--- src/rtl/issue_queue.sv ---
// Collapsing issue queue between Rename and EXE.
// Slot 0 holds the oldest entry; slots 0..iq_count-1 are occupied. Each slot
// tracks readiness of its two physical sources. The oldest ready slot is
// presented to EXE, and the queue collapses when that slot leaves.
module issue_queue #(
   parameter int DEPTH = 8,
   parameter int WIDTH = 170,
   parameter int PREGS = 64
) (
   input  logic                     CLK,
   input  logic                     RESET,
   input  logic                     FLUSH,
   input  logic                     entry_allocate_issue,
   input  logic [WIDTH-1:0]         entry_issue,
   input  logic [PREGS-1:0]         busy,
   input  logic                     wb_valid,
   input  logic [5:0]               wb_reg,
   input  logic                     exe_ready,
   output logic                     issue_valid,
   output logic [WIDTH-1:0]         issue_entry,
   output logic                     issue_halt,
   output logic [$clog2(DEPTH):0]   iq_count,
   output logic                     overflow_err
);

   localparam int IW = $clog2(DEPTH);
   localparam int CW = IW + 1;

   logic [WIDTH-1:0] entry_q [DEPTH];
   logic [WIDTH-1:0] entry_d [DEPTH];
   logic [DEPTH-1:0] rdya_q, rdya_d;
   logic [DEPTH-1:0] rdyb_q, rdyb_d;
   logic [CW-1:0]    count_q, count_d;
   logic             ovf_q, ovf_d;

   logic             sel_found;
   logic [CW-1:0]    sel_idx;
   logic             do_issue;
   logic             wb_hit;
   logic             alloc_ok;
   logic [CW-1:0]    count_after;

   // A source is ready if it is preg 0, not busy, or being written back this edge.
   function automatic logic src_ready(input logic [5:0] m, input logic [PREGS-1:0] b,
                                      input logic wv, input logic [5:0] wr);
      return (m == 6'd0) || !b[m] || (wv && (wr == m) && (wr != 6'd0));
   endfunction

   // Oldest-first select: scan downward so the lowest ready index wins.
   always_comb begin
      sel_found = 1'b0;
      sel_idx   = '0;
      for (int i = DEPTH - 1; i >= 0; i--) begin
         if ((CW'(i) < count_q) && rdya_q[i] && rdyb_q[i]) begin
            sel_found = 1'b1;
            sel_idx   = CW'(i);
         end
      end
   end

   assign issue_valid  = sel_found && !FLUSH;
   assign issue_entry  = issue_valid ? entry_q[sel_idx[IW-1:0]] : '0;
   assign issue_halt   = (count_q == CW'(DEPTH));
   assign iq_count     = count_q;
   assign overflow_err = ovf_q;
   assign do_issue     = issue_valid && exe_ready;
   assign wb_hit       = wb_valid && (wb_reg != 6'd0);

   // Next state: collapse on issue, then wakeup, then append; flush wins over all.
   always_comb begin
      entry_d     = entry_q;
      rdya_d      = rdya_q;
      rdyb_d      = rdyb_q;
      ovf_d       = ovf_q;
      count_after = count_q - {{(CW-1){1'b0}}, do_issue};
      alloc_ok    = entry_allocate_issue && (count_after < CW'(DEPTH));

      if (do_issue) begin
         for (int i = 0; i < DEPTH - 1; i++) begin
            if (CW'(i) >= sel_idx) begin
               entry_d[i] = entry_q[i+1];
               rdya_d[i]  = rdya_q[i+1];
               rdyb_d[i]  = rdyb_q[i+1];
            end
         end
      end

      // Wakeup touches surviving slots; slots beyond the count are don't-care.
      if (wb_hit) begin
         for (int i = 0; i < DEPTH; i++) begin
            if (entry_d[i][5:0] == wb_reg)  rdya_d[i] = 1'b1;
            if (entry_d[i][11:6] == wb_reg) rdyb_d[i] = 1'b1;
         end
      end

      if (alloc_ok) begin
         for (int i = 0; i < DEPTH; i++) begin
            if (CW'(i) == count_after) begin
               entry_d[i] = entry_issue;
               rdya_d[i]  = src_ready(entry_issue[5:0], busy, wb_valid, wb_reg);
               rdyb_d[i]  = src_ready(entry_issue[11:6], busy, wb_valid, wb_reg);
            end
         end
      end

      count_d = count_after + {{(CW-1){1'b0}}, alloc_ok};
      if (entry_allocate_issue && !alloc_ok) ovf_d = 1'b1;

      if (FLUSH) begin
         count_d = '0;
         ovf_d   = ovf_q;
      end
   end

   // Control state: occupancy, readiness and the sticky overflow flag.
   always_ff @(posedge CLK or posedge RESET) begin
      if (RESET) begin
         count_q <= '0;
         ovf_q   <= 1'b0;
         rdya_q  <= '0;
         rdyb_q  <= '0;
      end else begin
         count_q <= count_d;
         ovf_q   <= ovf_d;
         rdya_q  <= rdya_d;
         rdyb_q  <= rdyb_d;
      end
   end

   // Payload storage needs no reset: occupancy gates every use of it.
   always_ff @(posedge CLK) begin
      entry_q <= entry_d;
   end

endmodule

--- config.mk ---
export PLATFORM = sky130hd
export DESIGN_NAME = issue_queue
export DESIGN_NICKNAME = d
export VERILOG_FILES = /design/src/rtl/issue_queue.sv
export SDC_FILE = /design/constraint.sdc
export NUM_CORES = 2
export LEC_CHECK = 0
export CAP_MARGIN = 20
export CORE_MARGIN = 2
export CORE_UTILIZATION = 54
export DETAILED_ROUTE_END_ITERATION = 10
export PLACE_DENSITY = 0.76
export REMOVE_ABC_BUFFERS = 1
export SKIP_LAST_GASP = 1
export SYNTH_ARGS = -nofsm -noshare
export SYNTH_HDL_FRONTEND = slang
export SYNTH_SLANG_ARGS = --single-unit
--- constraint.sdc ---
create_clock -name CLK -period 6.2 [get_ports CLK]
set_clock_uncertainty 0.15 [all_clocks]
set_input_delay 0.62 -clock CLK [delete_from_list [all_inputs] [get_ports CLK]]
set_output_delay 0.62 -clock CLK [all_outputs]
set_load 0.01 [all_outputs]
==> flow_summary.yaml <==
grt:
  gr-usage-all-layers: 0.330
  grt_pass1_vias: 62700
  antenna_found_initial: 26
  grt_max_degree: 149
  gr-total-overflow: 0
  grt_pass1_wl_um: 347000
pwr:
  cellLeakagePower_nw: 33.9
  power_frac_clock: 0.169
  max-vdd-ir-drop_v: 0.000537
  netSwitchingPower_mw: 23.1
  intPower_mw: 29.0
  p_comb_frac: 0.514
  swShare: 0.443
  p_seq_frac: 0.317
  p_per_area_nw_per_um2: 656
layout:
  final_core_utilization: 0.625
  fillCellCount: 10700
  fin_nets: 9216
  layout-drive-gt1-share: 0.0524
  finalNonFillerCells: 10800
  fin_area_sq_um: 79400
  area_growth_pct: 15.0
floorplanning:
  die-area_sq_um: 131000
  rows: 131
  design.portCount: 423
  coreArea_sq_um: 127000
  die_w_um: 362
  fp.dieH_um: 362
  start_util: 0.543
timing:
  hold_violations: 0
  layout_min_cycle_time_ns: 5.95
  finalCritPeriodShare: 0.959
  slew_violations: 0
  relSlewSlack: 0.240
  timing.fmax_ghz: 0.168
  setup_ws_ns: 0.254
  finalSetupTns_ns: 0
  rsz0062_at_grt: "no"
  worst_pin_slew_ns: 1.14
  setup_violations: 0
logic_synthesis:
  synth_ff_type: "dfxtp_1"
  synth-seq-cells: 1381
  syn_area_sq_um: 69100
  synth_edf_count: 170
  yosysSeqAreaShare: 0.426
  yosysWarnings: 0
  avgSynthCellArea_sq_um: 7.71
  yosysTopAreaCell: "dfxtp_1"
  synth_top_area_share: 0.345
  synth.distinct_cells: 68
  synth.area.top_cells: "dfxtp_1, mux2i_1, nand2_1"
  synthArstFlopShare: 0.0152
  synth_cells: 8964
critical_path:
  r2r_setup_slack_ns: 0.89
  r2r_start: "iq_count[3]"
  rr_worst_depth: 12
  critical_path_buf_inv_count: 3
  crit_path_start_kind: "flip-flop"
  critical_path_class: "flip-flop to output pin"
  crit_chain: "a211oi_1, o32ai_1, o21ai_0, and2_4, buf_12, buf_12, nand2_1, nand3_1, nand3_1, a21oi_1, clkdlybuf4s50_1"
  r2r-end: "entry_q[90]"
  crit_family: "compound AO/OA/AOI/OAI gates"
  required_ns: 5.43
  crit_path_top_delay_cell: "clkdlybuf4s50_1"
  cp_max_fo: 55
  endpoint_kind: "output pin"
  critPathMaxStageDelay_ns: 0.64
  crit_arrival_ns: 5.18
clock_network:
  cts_hold_repair.buffers: 0
  cts_tree: "built"
  clkTransAtPathRegs_ns: 0.06
  cts_setup_buffers: 0
  clk_path_buf_depth: 3
  htreeDepth: 4
  cts-root-buf: "clkbuf_16"
  post_cts_resized: 0
  numCtsBuffers: 149
  clkLatencyLatePin_ns: 0.79
  cts.sinks: 1381
drt:
  drt.antenna.violating_nets: 0
  routed-via-count: 65900
  wl_um: 224000
  wire_per_inst_um: 20.8
  firstDrtPassIters: 8
  drt_iter0_markers: 7125
  drc: 0
  via_per_inst: 6.12
placement:
  placed_area_sq_um: 74600
  dpl.hpwl_um: 131000
  post-place-ws_ns: 1.04
  io_buffers: 422
  dp_cells: 10500
  gp_congestion: 0.923
run:
  drv_cap: 0
run_status:
  outcome: "complete, no violations"
min_path:
  hold_class: "primary input to asynchronous set/reset pin"
==> cell usage in the layout (no fill, tap or decap), drive strengths merged, types with 13 or more instances in the layout <==
cell type / synthesis / layout
nand2: 2326 / 2326
clkinv: 1 / 27
xnor2: 80 / 80
mux4: 42 / 42
xor2: 14 / 14
inv: 25 / 32
a31oi: 328 / 328
nand3: 1024 / 1024
buf: 229 / 179
diode: 0 / 21
a21oi: 745 / 745
o21ai: 335 / 335
edfxtp: 170 / 170
o211ai: 13 / 13
dfxtp: 1190 / 1190
mux2i: 877 / 877
clkdlybuf4s50: 0 / 422
clkbuf: 521 / 232
nor2: 899 / 899
dfrtp: 21 / 21
==> through the flow <==
step / total power, mW / hold slack, ns
5_1_grt: 55.4 / 0.236
4_1_cts: 51.7 / 0.167
2_1_floorplan: 35.4 / 0.311
3_3_place_gp: 41.8 / 0.319
6_report: 52.1 / 0.184
3_5_place_dp: 42.8 / 0.320
==> registers in the layout (all words and copies together), names as in the netlist <==
name and flops:
overflow_err 1, rdyb_q 8, entry_q 1360, rdya_q 8, iq_count 4
==> cells by family after synthesis <==
kind of cell	count (synthesis)	synth area share
buffers and inverters	776	0.0480
muxes	923	0.141
adders and majority gates	4	0.000725
and+or+nand+nor	4311	0.255
xor gates and xnor gates	94	0.0119
AOI/OAI and AO/OA	1475	0.116
DFF	1381	0.426
==> worst max-delay path by stage <==
stage / from / end / cells after the start
floorplan: iq_count[3] / entry_q[170] / 10
global placement: iq_count[3] / entry_q[120] / 12
detailed placement: iq_count[3] / entry_q[4] / 10
CTS: iq_count[3] / issue_entry[140] / 11
global route: iq_count[3] / issue_entry[61] / 11
finish: iq_count[3] / issue_entry[138] / 11
==> layout make-up <==
| class | count | area [sq um] | share of cell area |
|---|---|---|---|
| well taps | 1662 | 2080 | 0.0262 |
| clock buffers | 232 | 4380 | 0.0552 |
| inverters | 26 | 105 | 0.00132 |
| diodes | 21 | 52.6 | 0.000662 |
| multi-input cells | 6807 | 36500 | 0.460 |
| clock inverters | 39 | 410 | 0.00517 |
| repair buffers | 601 | 6430 | 0.0810 |
| flip-flops and latches | 1381 | 29500 | 0.371 |
==> routing by layer <==
metal,wire length (um),up-vias,track usage
li1,-,30700,-
met1,90200,31000,0.429
met2,102000,3564,0.535
met3,22500,626,0.0591
met4,9160,14,0.150
met5,83,-,0
==> Yosys cell counts (3+ instances only) <==
library cell     n
ha_1             4
nand2_1       2326
mux2i_1        877
and2_1           4
dfrtp_1         21
buf_6           25
or2_2            3
o211ai_1        13
inv_2            4
xor2_1          14
nor2_1         898
nor2b_1          8
nand3_1       1024
nand4_1         11
or4_1            5
a21oi_1        743
o21ai_0        334
mux2_2           4
buf_4            3
xnor2_1         80
inv_1           21
and3_1           4
nor4_1          12
o221ai_1         3
mux4_2          42
buf_1           38
o22ai_1          6
a221oi_1         6
a22oi_1          7
buf_2          163
clkbuf_1       521
a31oi_1        327
edfxtp_1       170
dfxtp_1       1190
nor3_1           6
==> power groups by stage <==
stage / Sequential (mW) / Clock [mW] / Combinational, mW
3_5_place_dp: 16.6 / 0 / 26.2
4_1_cts: 16.4 / 8.90 / 26.3
2_1_floorplan: 15.9 / 0 / 19.5
6_report: 16.5 / 8.83 / 26.8
3_3_place_gp: 16.3 / 0 / 25.5
5_1_grt: 17.0 / 9.26 / 29.1
(Power assumes the default switching activity.)
